--- config.mk ---
export PLATFORM = sky130hd
export DESIGN_NAME = instruction_fetch_unit
export DESIGN_NICKNAME = d
export VERILOG_FILES = /design/src/rtl/instruction_fetch_unit.sv
export SDC_FILE = /design/constraint.sdc
export NUM_CORES = 1
export LEC_CHECK = 0
export BUFFER_PORTS_ARGS = -buffer_cell sky130_fd_sc_hd__clkbuf_2
export CAP_MARGIN = 20
export CORE_MARGIN = 1.5
export CORE_UTILIZATION = 30
export CTS_BUF_LIST = sky130_fd_sc_hd__clkbuf_4
export CTS_CLUSTER_DIAMETER = 150
export CTS_CLUSTER_SIZE = 14
export DETAILED_ROUTE_END_ITERATION = 12
export PLACE_DENSITY = 0.55
export SYNTH_ARGS = -nofsm -noshare
export SYNTH_HDL_FRONTEND = slang
export SYNTH_SLANG_ARGS = --single-unit
--- constraint.sdc ---
create_clock -name clock -period 1.9 [get_ports clock]
set_input_delay 0.095 -clock clock [delete_from_list [all_inputs] [get_ports clock]]
set_output_delay 0.095 -clock clock [all_outputs]
set_load 0.01 [all_outputs]
--- src/rtl/instruction_fetch_unit.sv ---
// Purpose : stage-1 instruction fetch requester; drives the fetch address into a fixed
//           2-cycle memory and tags each returned word with its PC and a valid flag.
// Latency : a word fetched in cycle N appears on instruction/instruction_pc in cycle N+2.
// Backpressure: stall freezes fetch_pc and the output stage; the delayed address is
//           re-presented so the fetch inside the memory is not lost.
// Ports   : clock, reset_n (async, active-low); stall, redirect, redirect_target from the
//           pipeline; instruction_addr / memory_stall to the memory; memory_instruction
//           from the memory; instruction, instruction_pc, instruction_valid downstream.
module instruction_fetch_unit #(
   parameter logic [31:0] RESET_PC = 32'h0000_0000
) (
   input  logic        clock,
   input  logic        reset_n,
   input  logic        stall,
   input  logic        redirect,
   input  logic [31:0] redirect_target,
   output logic [31:0] instruction_addr,
   output logic        memory_stall,
   input  logic [31:0] memory_instruction,
   output logic [31:0] instruction,
   output logic [31:0] instruction_pc,
   output logic        instruction_valid
);

   localparam logic [31:0] START_PC = RESET_PC & ~32'd3;

   logic [31:0] fetch_pc;
   logic [31:0] pc_d1;     // address sitting in the memory's delay stage
   logic        valid_d1;  // that address belongs to a live (non-squashed) fetch

   // While stalled the memory still latches a new address every cycle, so feed it
   // back the one already in its delay stage to keep that fetch alive.
   always_comb begin
      instruction_addr = stall ? pc_d1 : fetch_pc;
   end

   assign memory_stall = stall;
   assign instruction  = memory_instruction;

   always_ff @(posedge clock or negedge reset_n) begin
      if (!reset_n) begin
         fetch_pc          <= START_PC;
         pc_d1             <= START_PC;
         valid_d1          <= 1'b0;
         instruction_pc    <= START_PC;
         instruction_valid <= 1'b0;
      end else begin
         // The memory latches the address unconditionally, so the mirror does too.
         pc_d1 <= instruction_addr;

         // Redirect beats stall: the target is captured now and issued once stall drops.
         if (redirect) begin
            fetch_pc <= redirect_target & ~32'd3;
            valid_d1 <= 1'b0;
         end else if (!stall) begin
            fetch_pc <= fetch_pc + 32'd4;
            valid_d1 <= 1'b1;
         end

         // Output stage follows the memory's output register, which only loads when
         // not stalled; a redirect kills whatever is there or about to arrive.
         if (!stall) begin
            instruction_pc    <= pc_d1;
            instruction_valid <= valid_d1 & ~redirect;
         end else begin
            instruction_valid <= instruction_valid & ~redirect;
         end
      end
   end

endmodule

* After elaboration in Yosys (flattened, before gate mapping)
Index checks and enable logic that the tools add are counted.
Storage, ports and cells: register bits after elaboration 98, input port bits 68, output and inout bits 98, logic and storage cells 16
Cells by class: $add $sub $neg 1, equal/unequal tests 1, muxes and demuxes 6, bitwise operators 3
Operators with widths (number):
- two-way mux 32 bit | 3
- adder 32 x 3 -> 32 bit, second input constant | 1
- two-way mux 1 bit | 3
- AND 1 bit | 2
- inequality test 2 x 1 -> 1 bit, second input constant | 1
- NOT 1 bit | 1

* Logic depth before layout (Yosys ltp)
Gate-level depths: netlist of run 1.
depth in word-level cells 3, mapped depth 6, mapped depth without buffers 5

* Least setup slack after synthesis of run 1
No wires, ideal clock.
kind reg2reg, from register fetch_pc[2], to register fetch_pc[28], setup time 82 ps, data arrival time 1550 ps, path slack 268 ps, cell stages (with the launch flop) 7, path buffers 1, clock period less this slack 1632 ps, path through dfrtp_1 > ha_1 > and3b_1 > buf_4 > nand2_4 > or4_1 > a31oi_1
On the way: word-level cells in the longest chain between the ends 3
RTL lines:
- from (decl) | line 27 | logic [31:0] fetch_pc;
- from (signal assigned) | line 53 | fetch_pc <= redirect_target & ~32'd3;
- from (signal assigned) | line 56 | fetch_pc <= fetch_pc + 32'd4;
- adder 32 x 3 -> 32 bit | line 56
- two-way mux 32 bit | line 55 | end else if (!stall) begin
- two-way mux 32 bit | line 52 | if (redirect) begin
No other way between the ends. The select of a mux whose other input is x is not followed. A chain may end at the register's enable or synchronous reset.

* Worst setup path in the final report of run 1
from register fetch_pc[3], to register fetch_pc[22]
Same word-level chain as after synthesis.

==> impl_results.md, run 1 <==
- Run status: completed
- CTS buffer count: 9
- Global Route Usage Sum: 0.136
- Buf/Inv on CP: 0
- Mean Syn Cell Area: 12.0 sq um
- DP HPWL: 7250 microns
- Worst hold margin: 0.0378 ns
- Vias in the first global route: 3160
- LEAKAGE: 2.48 nW
- Slew Limit Fails: 0
- Root buffer selected by CTS: clkbuf_4
- Gp weighted congestion: 0.722
- Slew margin rel.: 0.670
- First-pass iteration count of the detailed router: 4
- Io pins: 166
- Switching part of the total: 0.285
- F_max: 569 MHz
- Final hold violations: 0
- PD cells: 857 nW/um^2
- Most frequent cells in the layout: clkbuf_2, dfrtp_1, mux2_2
- Sequential power share: 0.525
- Net switching power: 1.34 mW
- Slew @ Worst Pin: 0.495 ns
- Initial drt markers: 122
- DP Cell Count: 623
- Final worst path period need: 1.76 ns
- Post-Route WL: 10000 microns
- Worst Setup Start Kind: register
- Fillcell total: 1440
- DRC: 0
- Post-CTS Setup Bufs: 0
- CTS Sinks: 96
- Core ar.: 14500 sq um
- First-pass GRT wire length: 16600 microns
- Clock power frac: 0.265
- PortBufs: 99
- FFs w/ async S/R, synth: 1.00
- Combinational share of power: 0.209
- CP arrival: 2.16 ns
- Post-synth EDFFs: 0
- Via density: 4.71
- Die height: 125 microns
- Synth unique cells: 41
- Period utilisation layout: 0.924
- Pin count of the biggest net entering global routing: 48
- Commonest non-fill, non-tap cell in the layout: clkbuf_2
- Max_cap viols: 0
- Layout cells sized above 1: 0.424
- Maximum VDD drop: 422 uV
- Largest delay share family, worst path: simple AND/OR/NAND/NOR gates
- CP required: 2.31 ns
- Register area share after synthesis: 0.542
- Grt total ovfl: 0
- Synth Register Bits: 96
- CTS tree: yes
- Post-route ant nets: 0
- Routed wire length per instance: 15.0 microns
- Crit-path slowest cell: or4_1
- Gate Count Post-Synth: 369
- CP Capture Type: register
- Ant diodes: 0
- H-tree depth: 3
- RSZ-0062 raised after global routing: false
- Die Wd: 125 microns
- Site Rows: 44
- Post-route cell area: 5480 sq um
- Layout Skew: 0.0166 ns
- Syn Nets: 438
- Die ar.: 15500 sq um
- Crit-path cells: ha_1, and3b_1, nand2_4, or4_1, a31oi_1
- Final WS setup: 0.144 ns
- Via count: 3157
- Initial core utilization: 0.306
- Area after DPL: 5010 sq um
- Mapped cell area: 4430 sq um
- Crit Path Class: reg -> reg
- Non-filler instance count after layout: 670
- P_int: 3.36 mW
- Ys Warns: 0
- Main synth FF type: dfrtp_1
- Layout area overhead: 23.6%
- Clock Path Buffers: 2
- FF-to-FF setup slack: 0.14 ns
- Fin Setup TNS: 0 ns
- Pre-CTS setup slack: 0.0407 ns
- CTS clk-pin slew, worst paths: 0.15 ns
- Final setup vio count: 0
- Antenna violations before repair: 0
- Nets: 550
- Worst-Skew Late Latency: 0.47 ns
- Largest stage delay on the critical path: 0.51 ns
- Worst Path Max Fanout: 10
- HP Class: in -> reg
-- metal layers --
layer | part of all wire | wire [microns] | track usage
met2 | 0.49 | 4940 | 0.211
met5 | 0 | 0 | 0
met3 | 0.052 | 521 | 0.0369
met4 | 0.018 | 176 | 0.0602
met1 | 0.44 | 4400 | 0.177
-- sequential cells by signal, summed over array words and instances, names as in the netlist --
signal and flops:
instruction_pc 32, pc_d1 32, valid_d1 1, fetch_pc 30, instruction_valid 1
-- worst paths after layout --
kind | cells past startpoint | start | end
worst min-delay path | 3 | redirect | instruction_valid
worst max-delay path | 5 | fetch_pc[3] | fetch_pc[22]
min in group asynchronous | 2 | reset_n | pc_d1[29]
worst min register to register | 1 | pc_d1[1] | instruction_pc[1]
max in group asynchronous | 3 | reset_n | pc_d1[0]
worst max register to register | 5 | fetch_pc[3] | fetch_pc[22]
-- cells in the mapped netlist, types with 4 or more instances --
cell / number / area [sq um]
a31oi_1: 9 / 56.3
xnor2_1: 7 / 61.3
o21ai_0: 18 / 90.1
or3_1: 4 / 25.0
or4_1: 7 / 52.6
xor2_1: 8 / 70.1
nand4_1: 9 / 56.3
nor2_1: 15 / 56.3
dfrtp_1: 96 / 2400
o31ai_1: 5 / 37.5
nand3_1: 10 / 50.1
buf_1: 4 / 15.0
nand2_1: 25 / 93.8
buf_4: 34 / 255
buf_2: 4 / 20.0
clkbuf_1: 9 / 33.8
mux2_2: 61 / 687
-- power by group through the flow --
stage | logic, mW | clock network, mW | registers [mW]
2_1_floorplan | 0.515 | 0 | 2.56
3_3_place_gp | 0.940 | 0 | 2.50
3_5_place_dp | 0.953 | 0 | 2.51
4_1_cts | 1.01 | 1.32 | 2.47
5_1_grt | 1.09 | 1.40 | 2.51
6_report | 0.982 | 1.25 | 2.47
-- stage by stage --
stage / total power, mW / utilization
finish: 4.70 / 0.378
global route: 4.99 / 0.378
CTS: 4.80 / 0.378
detailed placement: 3.47 / 0.346
global placement: 3.44 / 0.346
floorplan: 3.07 / -
-- layout make-up --
class | instances | area, sq um | area share
Inverter | 3 | 11.3 | 0.00206
Clock inverter | 6 | 82.6 | 0.0151
Tap cell | 184 | 230 | 0.0420
Multi-Input combinational cell | 217 | 1670 | 0.306
Sequential cell | 96 | 2400 | 0.438
Clock buffer | 10 | 75.1 | 0.0137
Timing Repair Buffer | 154 | 1000 | 0.183
-- timing repair --
| action | 4_1_cts | 5_1_grt |
|---|---|---|
| setup endpoints to repair | 0 | 6 |
| hold buffers | 31 | 0 |
| resized for setup | 0 | 2 |
| hold endpoints to repair | 126 | 0 |
-- cell families (layout without fill, tap and decap cells) --
| kind of cell | after synthesis | count (layout) | synth area share |
|---|---|---|---|
| fa+ha+maj | 1 | 1 | 0.00282 |
| xor+xnor | 15 | 15 | 0.0296 |
| flops | 96 | 96 | 0.542 |
| buf+inv | 56 | 173 | 0.0807 |
| mux | 63 | 63 | 0.160 |
| compound gates | 44 | 44 | 0.0630 |
| simple gates | 94 | 94 | 0.122 |
-- tightest hold or removal path: cells and delay by family --
kind          cells  cell delay, ns
buf+inv           2            0.32
simple gates      1            0.07
Note: power is estimated with default switching activity, not from simulation.
==> run 2, diff against run 1 <==
PLACE_DENSITY = default   (was 0.55)
==> run 2 against run 1 <==
  * Count of clock-buffer cells in the layout unchanged
  * First-iteration DRC count increased by 23%
  * Clock power decreased by 12%
  * Maximum frequency increased by 0.46%
  * Sequential cell count unchanged
  * Register-to-register slack about the same
  * Die area unchanged
  * Via count increased by 0.41%
  * Cell count unchanged
  * Non-clock buffer count unchanged
  * Hold slack improved by 0.017 ns
  * Highest routed layer unchanged
==> impl_results.md, run 2 (synthesis results as in run 1) <==
- Run status: completed
- CTS clk-pin slew, worst paths: 0.14 ns
- Slew Limit Fails: 0
- CP arrival: 2.10 ns
- Slew @ Worst Pin: 0.528 ns
- Layout Skew: 0.0166 ns
- R2r startpoint: fetch_pc[10]
- Period utilisation layout: 0.920
- Final setup vio count: 0
- LEAKAGE: 2.46 nW
- Pin count of the biggest net entering global routing: 41
- Crit-path slowest cell: dfrtp_1
- Root buffer selected by CTS: clkbuf_4
- First-pass GRT wire length: 16500 microns
- GRT met3 Usage: 0.0511
- DP Cell Count: 620
- Combinational share of power: 0.214
- DP HPWL: 7270 microns
- Crit-path cells: and4_4, nand4_4, o311a_1, a221o_1
- FF-to-FF setup slack: 0.15 ns
- Vias in the first global route: 3207
- Met2 usage: 0.208
- Clock power frac: 0.241
- CTS tree: yes
- Worst-Skew Late Latency: 0.46 ns
- Io pins: 166
- PortBufs: 99
- Maximum VDD drop: 297 uV
- First-pass iteration count of the detailed router: 4
- Worst Hold Endpoint: fetch_pc[4]
- Commonest non-fill, non-tap cell in the layout: clkbuf_2
- H-tree depth: 3
- Global Route Usage Sum: 0.135
- Routed wire length per instance: 15.0 microns
- Sequential power share: 0.544
- Die height: 125 microns
- Net switching power: 1.33 mW
- Largest regs: instruction_pc x32, pc_d1 x32, fetch_pc x30
- Initial core utilization: 0.306
- Via count: 3170
- Via density: 4.73
- Hold path start: redirect
- Pre-CTS setup slack: -0.0111 ns
- WHS Path Cells: 3
- Max_cap viols: 0
- HP Class: in -> reg
- Post-CTS Setup Bufs: 0
- Slew margin rel.: 0.648
- Most frequent cells in the layout: clkbuf_2, dfrtp_1, mux2_2
- RSZ-0062 raised after global routing: false
- GR peak layer: met2
- Global Route met1 Usage: 0.173
- Final hold violations: 0
- Post-Route WL: 10000 microns
- Nets: 550
- Fillcell total: 1431
- DRC: 0
- Largest stage delay on the critical path: 0.46 ns
- Post-route cell area: 5470 sq um
- Final WS setup: 0.152 ns
- Post-route ant nets: 0
- R2R cell count: 4
- Grt total ovfl: 0
- Finished Core Util: 0.377
- Antenna violations before repair: 0
- Initial drt markers: 150
- P_int: 3.22 mW
- Crit Path Class: reg -> reg
- F_max: 572 MHz
- Worst Setup Start Kind: register
- Layout area overhead: 23.3%
- Layout cells sized above 1: 0.420
- Non-filler instance count after layout: 670
- Register Area: 2400 sq um
- Multi-input gate area: 1680 sq um
- CP Capture Type: register
- CTS Sinks: 96
- Worst reg2reg path endpoint: fetch_pc[29]
- Die ar.: 15500 sq um
- Final worst path period need: 1.75 ns
- Site Rows: 44
- Area after DPL: 4990 sq um
- Ant diodes: 0
- Die Wd: 125 microns
- CTS buffer count: 9
- CP required: 2.25 ns
- Clock Path Buffers: 2
- Gp weighted congestion: 0.780
- Switching part of the total: 0.292
- PD cells: 832 nW/um^2
- Worst Path Max Fanout: 16
- Core ar.: 14500 sq um
## run 2: cell types whose count changed in the layout (fill, tap and decap cells not counted)
| cell | delta |
|---|---|
| buf_4 | -3 |
| clkinvlp_4 | +1 |
| and3b_2 | +1 |
| inv_6 | -1 |
| bufinv_16 | -1 |
| dlygate4sd3_1 | +3 |
| and3b_1 | -1 |
| clkinv_4 | +1 |
## run 2: worst max path at each step
stage,endpoint,start,slack (ns),cells past startpoint
6_report,fetch_pc[29],fetch_pc[10],0.15,4
5_1_grt,fetch_pc[29],fetch_pc[10],0.04,4
4_1_cts,fetch_pc[29],fetch_pc[8],0.07,4
3_5_place_dp,fetch_pc[29],fetch_pc[8],-0.01,4
3_3_place_gp,fetch_pc[25],fetch_pc[8],0.08,4
2_1_floorplan,fetch_pc[28],fetch_pc[2],0.27,6
## run 2: final cells by class
class / count / share of cell area
sequential: 96 / 0.440
multi-input combinational: 217 / 0.307
timing repair buffer: 154 / 0.185
tap: 184 / 0.0421
clock buffer: 10 / 0.0137
clock inverter: 6 / 0.0110
inverter: 3 / 0.00206
## run 2: repair_timing
action	in CTS	in global routing
gates resized for setup	1	2
setup endpoints to repair	3	3
hold endpoints to repair	99	0
hold buffers	34	0
## run 2: power by group through the flow
stage	clock, mW	sequential, mW	combinational [mW]
finish	1.10	2.48	0.976
global route	1.27	2.52	1.07
CTS	1.18	2.48	0.995
detailed placement	0	2.52	0.935
global placement	0	2.51	0.921
floorplan	0	2.56	0.515
## run 2: stage by stage
| stage | hold slack (ns) | total power [mW] | setup TNS (ns) |
|---|---|---|---|
| final | 0.0545 | 4.55 | 0 |
| after detailed placement | 0.121 | 3.46 | -0.0111 |
| after global routing | 0.0218 | 4.86 | 0 |
| after global placement | 0.107 | 3.43 | 0 |
| after CTS | 0.00350 | 4.65 | 0 |
| after floorplan | -0.201 | 3.07 | 0 |
## run 2: critical path, delay by kind of cell, from the launching register on
family | cells | cell delay, ns
AO/OA/AOI/OAI | 2 | 0.67
flip-flops | 1 | 0.46
AND/OR/NAND/NOR | 2 | 0.52
## run 2: metal layers
| metal | wire, microns | share of wire | vias up |
|---|---|---|---|
| met4 | 125 | 0.012 | 0 |
| met1 | 4470 | 0.45 | 1545 |
| met3 | 583 | 0.058 | 23 |
| met5 | 0 | 0 | - |
| met2 | 4860 | 0.48 | 84 |
| li1 | - | - | 1518 |
